## src/rtl/cvxif_cplx_copro.sv

```systemverilog
`default_nettype none
// ============================================================================
// cvxif_cplx_copro : pipelined complex add/conj/sub/mul coprocessor on CVXIF
// Revision 1.0
// ============================================================================
module cvxif_cplx_copro #(
  parameter int XLEN  = 32,
  parameter int ID_W  = 4,
  parameter int DEPTH = 4,
  parameter int LAT   = 2
) (
  input  logic            clk,
  input  logic            rst,
  input  logic            issue_valid,
  output logic            issue_ready,
  input  logic [31:0]     issue_req_instr,
  input  logic [ID_W-1:0] issue_req_id,
  output logic            issue_resp_accept,
  output logic            issue_resp_writeback,
  output logic [1:0]      issue_resp_register_read,
  input  logic            register_valid,
  output logic            register_ready,
  input  logic [XLEN-1:0] register_rs0,
  input  logic [XLEN-1:0] register_rs1,
  input  logic [1:0]      register_rs_valid,
  output logic            result_valid,
  input  logic            result_ready,
  output logic [ID_W-1:0] result_id,
  output logic [XLEN-1:0] result_data
);

  localparam int         W       = XLEN / 2;
  localparam int         AW      = $clog2(DEPTH);
  localparam logic [6:0] C_OPC   = 7'b1111011;
  localparam logic [AW:0] C_DEPTH = DEPTH[AW:0];

  // ---------------------------------------------------------------- decode
  logic [2:0] w_f3;
  logic       w_match;
  logic       w_accept;
  logic       w_unused_instr;

  assign w_f3           = issue_req_instr[14:12];
  assign w_match        = rst && (issue_req_instr[6:0] == C_OPC) &&
                          (issue_req_instr[31:25] == 7'd0) && !w_f3[2];
  assign w_unused_instr = ^{issue_req_instr[24:15], issue_req_instr[11:7]};

  assign issue_resp_accept        = w_match;
  assign issue_resp_writeback     = w_match;
  assign issue_resp_register_read = !w_match ? 2'b00 :
                                    (w_f3[1:0] == 2'b01) ? 2'b01 : 2'b11;

  // ---------------------------------------------------------------- credits
  logic [AW:0] occ_q, occ_d;
  logic        w_pop;

  assign issue_ready = rst && (occ_q != C_DEPTH);
  assign w_accept    = issue_valid && issue_ready && w_match;

  always_comb begin
    occ_d = occ_q;
    case ({w_accept, w_pop})
      2'b10:   occ_d = occ_q + 1'b1;
      2'b01:   occ_d = occ_q - 1'b1;
      default: occ_d = occ_q;
    endcase
  end

  // ---------------------------------------------------------- pending queue
  logic [1:0]      pq_op_q [DEPTH];
  logic [ID_W-1:0] pq_id_q [DEPTH];
  logic [AW-1:0]   pq_wp_q, pq_rp_q;
  logic [AW:0]     pq_cnt_q, pq_cnt_d;
  logic [1:0]      w_head_op;
  logic [ID_W-1:0] w_head_id;
  logic [1:0]      w_mask;
  logic            w_op_hs;

  assign register_ready = (pq_cnt_q != '0);
  assign w_head_op      = pq_op_q[pq_rp_q];
  assign w_head_id      = pq_id_q[pq_rp_q];
  assign w_mask         = (w_head_op == 2'b01) ? 2'b01 : 2'b11;
  assign w_op_hs        = register_valid && register_ready &&
                          ((register_rs_valid & w_mask) == w_mask);

  always_comb begin
    pq_cnt_d = pq_cnt_q;
    case ({w_accept, w_op_hs})
      2'b10:   pq_cnt_d = pq_cnt_q + 1'b1;
      2'b01:   pq_cnt_d = pq_cnt_q - 1'b1;
      default: pq_cnt_d = pq_cnt_q;
    endcase
  end

  always_ff @(posedge clk) begin
    if (w_accept) begin
      pq_op_q[pq_wp_q] <= w_f3[1:0];
      pq_id_q[pq_wp_q] <= issue_req_id;
    end
  end

  // ------------------------------------------------------------ arithmetic
  logic [W-1:0]    w_ar, w_ai, w_br, w_bi, w_re, w_im;
  logic [XLEN-1:0] w_res;

  assign w_ar  = register_rs0[W-1:0];
  assign w_ai  = register_rs0[XLEN-1:W];
  assign w_br  = register_rs1[W-1:0];
  assign w_bi  = register_rs1[XLEN-1:W];
  assign w_res = {w_im, w_re};

  // Low W bits of a product are sign-agnostic, so unsigned multiply suffices.
  always_comb begin
    w_re = '0;
    w_im = '0;
    case (w_head_op)
      2'b00: begin w_re = w_ar + w_br;               w_im = w_ai + w_bi;               end
      2'b01: begin w_re = w_ar;                      w_im = '0 - w_ai;                 end
      2'b10: begin w_re = w_ar - w_br;               w_im = w_ai - w_bi;               end
      default: begin w_re = w_ar * w_br - w_ai * w_bi; w_im = w_ar * w_bi + w_ai * w_br; end
    endcase
  end

  // -------------------------------------------------------------- pipeline
  logic            w_push;
  logic [ID_W-1:0] w_push_id;
  logic [XLEN-1:0] w_push_data;

  generate
    if (LAT == 1) begin : g_pipe_direct
      assign w_push      = w_op_hs;
      assign w_push_id   = w_head_id;
      assign w_push_data = w_res;
    end else begin : g_pipe_regs
      // The FIFO write is the final stage, so only LAT-1 registers sit in front of it.
      logic            pv_q [LAT-1];
      logic [ID_W-1:0] pid_q [LAT-1];
      logic [XLEN-1:0] pd_q [LAT-1];

      always_ff @(posedge clk or negedge rst) begin
        if (!rst) begin
          for (int i = 0; i < LAT-1; i++) begin
            pv_q[i]  <= 1'b0;
            pid_q[i] <= '0;
            pd_q[i]  <= '0;
          end
        end else begin
          pv_q[0]  <= w_op_hs;
          pid_q[0] <= w_head_id;
          pd_q[0]  <= w_res;
          for (int i = 1; i < LAT-1; i++) begin
            pv_q[i]  <= pv_q[i-1];
            pid_q[i] <= pid_q[i-1];
            pd_q[i]  <= pd_q[i-1];
          end
        end
      end

      assign w_push      = pv_q[LAT-2];
      assign w_push_id   = pid_q[LAT-2];
      assign w_push_data = pd_q[LAT-2];
    end
  endgenerate

  // ----------------------------------------------------------- result FIFO
  logic [ID_W-1:0] rf_id_q [DEPTH];
  logic [XLEN-1:0] rf_dat_q [DEPTH];
  logic [AW-1:0]   rf_wp_q, rf_rp_q;
  logic [AW:0]     rf_cnt_q, rf_cnt_d;

  assign result_valid = (rf_cnt_q != '0);
  assign result_id    = result_valid ? rf_id_q[rf_rp_q]  : '0;
  assign result_data  = result_valid ? rf_dat_q[rf_rp_q] : '0;
  assign w_pop        = result_valid && result_ready;

  always_comb begin
    rf_cnt_d = rf_cnt_q;
    case ({w_push, w_pop})
      2'b10:   rf_cnt_d = rf_cnt_q + 1'b1;
      2'b01:   rf_cnt_d = rf_cnt_q - 1'b1;
      default: rf_cnt_d = rf_cnt_q;
    endcase
  end

  always_ff @(posedge clk) begin
    if (w_push) begin
      rf_id_q[rf_wp_q]  <= w_push_id;
      rf_dat_q[rf_wp_q] <= w_push_data;
    end
  end

  // ------------------------------------------------------- control state
  always_ff @(posedge clk or negedge rst) begin
    if (!rst) begin
      occ_q    <= '0;
      pq_wp_q  <= '0;
      pq_rp_q  <= '0;
      pq_cnt_q <= '0;
      rf_wp_q  <= '0;
      rf_rp_q  <= '0;
      rf_cnt_q <= '0;
    end else begin
      occ_q    <= occ_d;
      pq_cnt_q <= pq_cnt_d;
      rf_cnt_q <= rf_cnt_d;
      if (w_accept) pq_wp_q <= pq_wp_q + 1'b1;
      if (w_op_hs)  pq_rp_q <= pq_rp_q + 1'b1;
      if (w_push)   rf_wp_q <= rf_wp_q + 1'b1;
      if (w_pop)    rf_rp_q <= rf_rp_q + 1'b1;
    end
  end

endmodule
`default_nettype wire

```

## config.mk

```make
export PLATFORM = sky130hd
export DESIGN_NAME = cvxif_cplx_copro
export DESIGN_NICKNAME = d
export VERILOG_FILES = /design/src/rtl/cvxif_cplx_copro.sv
export SDC_FILE = /design/constraint.sdc
export NUM_CORES = 1
export LEC_CHECK = 0
export BUFFER_PORTS_ARGS = -buffer_cell sky130_fd_sc_hd__buf_4
export CORE_AREA = 3 3 238 240
export DETAILED_ROUTE_END_ITERATION = 16
export DIE_AREA = 0 0 241 243
export GPL_ROUTABILITY_DRIVEN = 0
export HOLD_SLACK_MARGIN = 0.12
export PLACE_DENSITY = 0.76
export SYNTH_ARGS = -nofsm -noshare
export SYNTH_HDL_FRONTEND = slang
export SYNTH_SLANG_ARGS = --single-unit
```

## constraint.sdc

```tcl
create_clock -name clk -period 5.09 [get_ports clk]
set_input_delay 0.509 -clock clk [delete_from_list [all_inputs] [get_ports clk]]
set_output_delay 0.509 -clock clk [all_outputs]
set_load 0.02 [all_outputs]
```

After elaboration in Yosys (flattened, before gate mapping) --
Memory sizes are Yosys's and may differ from the RTL's. A register that Yosys moved wholly into a read port is not among the register bits. Index checks and enable logic that the tools add are counted. Widths: inputs -> output; s select.
Storage, ports and cells: register bits 50, bits in writable memories 168, input port bits 107, logic and storage cells 79, memories kept 4
Cells by class: $add $sub $neg 17, multiply operators 4, equal/unequal tests 12, muxes and demuxes 14, bitwise operators 1, reduce and logical (&&, ||, !) cells 18
Memories:
- rf_dat_q | depth 4, width 32, read ports 1, clocked after memory_dff 0, wr ports 1, line 167 | logic [XLEN-1:0] rf_dat_q [DEPTH];
- pq_id_q | depth 4, width 4, read ports 1, clocked after memory_dff 1, wr ports 1, line 71 | logic [ID_W-1:0] pq_id_q [DEPTH];
- rf_id_q | depth 4, width 4, read ports 1, clocked after memory_dff 0, wr ports 1, line 166 | logic [ID_W-1:0] rf_id_q [DEPTH];
- pq_op_q | depth 4, width 2, read ports 1, clocked after memory_dff 0, wr ports 1, line 70 | logic [1:0] pq_op_q [DEPTH];
Operators by type and width (count):
- $pmux 16 s3 | 2
- $mul 16x16->16 | 4
- $add 16x16->16 | 3
- $sub 16x16->16 | 3
- $mux 32 | 1
- $pmux 3 s2 | 3
- $sub 1x16->16 const A | 1
- $eq 2x1->1 const B | 5
- $add 3x1->3 const B | 3
- $logic_and 1x1->1 | 9
- $sub 3x1->3 const B | 3
- $add 2x1->2 const B | 4
- $eq 2x2->1 const B | 4
- $eq 7x7->1 const B | 1
- $logic_not 7->1 | 1
- $mux 2 | 3
- $reduce_bool 2->1 | 3
- $reduce_bool 3->1 | 2
- $mux 1 | 4
- $mux 4 | 1
- $ne 3x3->1 const B | 1
- $and 2x2->2 | 1
- $eq 2x2->1 | 1
- $logic_not 1->1 | 2
- $logic_not 2->1 | 1

Longest topological paths before layout --
An unclocked memory read counts as a cell.
depth in word-level cells 8, depth in mapped cells 28, gate-level depth less buffers 27

Worst setup path after synthesis --
OpenSTA, ideal clock, no wires.
path type input to register, start input register_rs1[19], end register g_pipe_regs.pd_q[31] (netlist bit), data arrival time 6737 ps, path slack -1784 ps, stages 22, cells stage by stage clkbuf_1 clkbuf_1 and2_1 fa_1 inv_1 fa_1 fa_1 fa_1 fa_1 inv_1 fa_1 fa_1 fa_1 ha_1 or3_1 o211a_1 o21a_1 o21a_1 o41ai_1 xor2_1 a211oi_2 a21oi_1
On the way: word-level cells in the longest chain between the ends 3, elaborated cells between the ends (all ways) 5
RTL lines:
- start, declared | line 24 | input logic [XLEN-1:0] register_rs1,
- $mul 16x16->16 | line 120 | default: begin w_re = w_ar * w_br - w_ai * w_bi; w_im = w_ar * w_bi + w_ai * w_br; end
- $add 16x16->16 | line 120
- $pmux 16 s3 (*) | line 116 | case (w_head_op)
- net w_im[15] | line 103 | logic [W-1:0] w_ar, w_ai, w_br, w_bi, w_re, w_im;
- end signal, assigned by index | line 154 | pd_q[i] <= pd_q[i-1];
- end, declared | line 138 | logic [XLEN-1:0] pd_q [LAT-1];
The timed path passes the listed nets; every way through them passes the cells marked *. A chain may end at the register's enable or synchronous reset.

Worst setup path after layout --
start input register_rs0[6], end register g_pipe_regs.pd_q[31] (netlist bit)
On the way: word-level cells in the longest chain between the ends 3
RTL lines:
- start, declared | line 23 | input logic [XLEN-1:0] register_rs0,
- $mul 16x16->16 | line 120
- $add 16x16->16 | line 120
- $pmux 16 s3 | line 116
- net w_im[15] | line 103
The timed path passes the listed nets, and every way through them passes these cells.

==> flow_metrics.py <==
metrics = {
    "run_status": {
        "status": "complete, but fails checks",
        "violations": "setup timing",
    },
    "synth": {
        "netlist_instances": 2659,
        "synth.area.top_cells": "fa_1 (28%), edfxtp_1 (19%), ha_1 (11%)",
        "syn_avg_cell_area_um2": 10.3,
        "synthFlopType": "edfxtp_1",
        "synth-seq-area-share_pct": 23.5,
        "synth_top_area_share_pct": 27.7,
        "synth.yosys.warnings": 0,
        "synth_edf_count": 168,
        "ys_seq_elements": 222,
        "async_flop_share_pct": 24.3,
        "synthesis.nets": 3373,
        "synthDistinctLibCells": 59,
        "netlist_area_um2": 27300,
        "netlist.top_cell.by_area": "fa_1",
    },
    "global_route": {
        "grt_antenna_before_repair": 3,
        "grt.overflow.total": 0,
        "grtUsageTotal_pct": 27.6,
        "grt_start_max_net_pins": 57,
        "grt_pass1_vias": 22255,
        "grt_pass1_wl_um": 124000,
    },
    "clock_network": {
        "root_buffer": "clkbuf_16",
        "clockBufferDepth": 3,
        "numCtsBuffers": 19,
        "cts_tree": "built",
        "clock_latency_ns": 0.51,
        "clkTransAtPathRegs_ns": 0.08,
        "cts_sinks": 222,
        "cts-htree-levels": 1,
    },
    "placed_design": {
        "port_buffers": 134,
        "hpwl_um": 63100,
        "dpl.cell_count": 3612,
        "placed_area_um2": 30900,
    },
    "layout": {
        "final_cells": 3674,
        "nets": 3668,
        "layout-drive-gt1-share_pct": 20.6,
        "area_growth_pct": 18.5,
        "fin_area_um2": 32300,
    },
    "worst_setup_path": {
        "crit_required_ns": 5.48,
        "crit_arrival_ns": 6.71,
        "slowest_delay_ns": 0.55,
        "timing.critical_path.fanout_max": 5,
        "cp_common_cell": "fa_1",
        "crit_chain": "buf_12 -> buf_8 -> and2_4 -> fa_1 -> inv_1 -> fa_1 -> fa_1 -> fa_1 -> fa_1 -> inv_2 -> fa_1 -> fa_1 -> fa_1 -> ha_2 -> or3_1 -> o211a_1 -> o21a_1 -> o21a_1 -> o41ai_2 -> xor2_1 -> a211oi_2 -> a21oi_1",
        "crit_path_start_kind": "input pin",
        "cp-end-kind": "flop",
        "critPathKind": "in -> reg",
        "cpMaxStageDelayCell": "fa_1",
    },
    "timing": {
        "timing.final.hold_violations": 0,
        "slew_headroom_pct": 46.2,
        "clock.fmax_ghz": 0.158,
        "layout_min_cycle_time_ns": 6.32,
        "final.period_utilization_pct": 124,
        "rsz0062_at_grt": "yes",
        "finalMaxSlewViolations": 0,
        "setup_ws_ns": -1.23,
        "finalSetupViolCount": 19,
        "tightest_slew_ns": 0.807,
        "clock_skew_ns": 0.0271,
    },
    "hold_path": {
        "min_path_type": "in -> reg",
    },
    "detailed_routing": {
        "drtIter0Drc": 1602,
        "vias": 20457,
        "post_drt_wl_per_cell_um": 21.6,
        "drc": 0,
        "ant_nets": 0,
        "totalWireLength_um": 79400,
        "viasPerCell": 5.57,
        "dr.pass1.iters": 5,
    },
    "run": {
        "cap_viol_max_count": 0,
    },
    "die": {
        "dieArea_um2": 58600,
        "core.rowCount": 86,
        "initial_core_util_pct": 49.7,
        "core-area_um2": 54900,
        "io_pins": 150,
        "die_height_um": 243,
        "die_x_um": 241,
    },
}
==> layer usage <==
| layer | vias to the layer above | global-route usage (%) | part of all wire, % |
|---|---|---|---|
| met5 | - | 0 | 0 |
| met4 | 0 | 13.7 | 5.8 |
| met3 | 279 | 5.59 | 10 |
| met2 | 1049 | 43.3 | 46 |
| met1 | 10270 | 36.4 | 39 |
| li1 | 8859 | - | - |
==> path summary, 6_finish.rpt <==
path,from,end,slack (ns),cells after the start
max,register_rs0[6],g_pipe_regs.pd_q[31],-1.23,22
min,issue_req_id[1],pq_id_q[1][1],0.21,1
max reg2reg,pq_rp_q[0],g_pipe_regs.pd_q[31],0.57,14
min reg2reg,rf_cnt_q[2],rf_cnt_q[2],0.48,1
max in group asynchronous,rst,g_pipe_regs.pd_q[7],3.92,2
min in group asynchronous,rst,pq_wp_q[0],0.62,2
==> per-stage QoR <==
stage | hold slack [ns] | TNS [ns] | worst slack [ns] | util (%)
finish | 0.209 | -15.23 | -1.23 | 58.9
global route | 0.200 | -18.56 | -1.42 | 58.9
CTS | 0.200 | -15.50 | -1.25 | 58.3
detailed placement | 0.454 | -27.54 | -1.92 | 56.2
global placement | 0.447 | -25.19 | -1.76 | 56.2
floorplan | 0.213 | -17.77 | -1.59 | -
==> cell usage after synthesis (5+ instances only) <==
cell type	count
ha_1	230
and3_1	6
inv_1	459
nor4_1	6
nand3_1	11
a31oi_1	11
or3_1	9
nor3_1	25
nor2b_1	5
buf_2	6
o211ai_1	8
mux2i_1	18
o21ai_0	22
nand2_1	251
clkbuf_1	125
and2_1	354
o31ai_1	10
a21oi_1	62
edfxtp_1	168
a21o_1	12
fa_1	377
xnor2_1	157
o21a_1	12
dfrtp_1	54
buf_1	10
nor2_1	89
nand2b_1	5
xor2_1	66
mux4_2	42
==> placed cells by master, fill, tap and decap left out, types with 6 or more instances in the layout <==
master	count
mux2i_1	18
o31ai_1	9
clkbuf_16	19
buf_12	12
buf_4	367
and2_1	330
a31oi_1	11
xor2_1	66
nor4_1	6
ha_1	213
mux4_2	42
fa_2	8
o211ai_1	8
and3_1	6
fa_1	369
buf_6	31
inv_1	444
dfrtp_1	53
edfxtp_1	168
ha_4	15
inv_2	14
and2_4	24
xnor2_2	9
nor2_1	86
nor3_1	19
nand3_1	11
o21a_1	12
a21oi_1	43
a21o_1	12
nand2_1	251
o21ai_0	13
xnor2_1	148
or3_1	9
a21oi_2	17
==> cell families after synthesis <==
logic type,count (synthesis),share of synthesized area [%]
buf+inv,602,8.34
simple gates,784,14.9
flops,222,23.5
fa+ha+maj,607,38.2
compound gates,160,3.71
xor+xnor,224,7.25
mux,60,4.13
==> repair_timing <==
action / CTS / global route
gates resized for setup: 83 / 67
hold endpoints to repair: 27 / 0
hold buffers: 1 / 0
setup buffers: 24 / 9
gates cloned: 1 / 0
pin swaps: 82 / 60
setup endpoints to repair: 20 / 21
==> critical path: cells and delay by family <==
kind,cells,cell delay (ns)
compound gates,6,1.15
simple gates,2,0.47
fa+ha+maj,9,4.11
xor+xnor,1,0.13
buf+inv,4,0.33
==> state kept, by name (all words and copies together) (netlist names) <==
name / flops
g_pipe_regs.pv_q: 1
pq_rp_q: 2
rf_cnt_q: 3
pq_id_q: 16
occ_q: 3
rf_wp_q: 2
rf_rp_q: 2
g_pipe_regs.pd_q: 32
rf_dat_q: 128
pq_op_q: 8
g_pipe_regs.pid_q: 4
rf_id_q: 16
pq_cnt_q: 3
pq_wp_q: 2
==> cell type report <==
| type | instances | area [µm²] |
|---|---|---|
| tap | 704 | 881 |
| inverter | 459 | 1730 |
| timing repair buffer | 417 | 3460 |
| sequential | 222 | 6400 |
| fill | 4385 | 22600 |
| antenna | 3 | 7.51 |
| multi-input combinational | 1835 | 19200 |
| clock inverter | 8 | 103 |
| clock buffer | 26 | 522 |
Power is not shown: default switching activity piles up to over one toggle a cycle in this logic, so the estimate is an artifact.
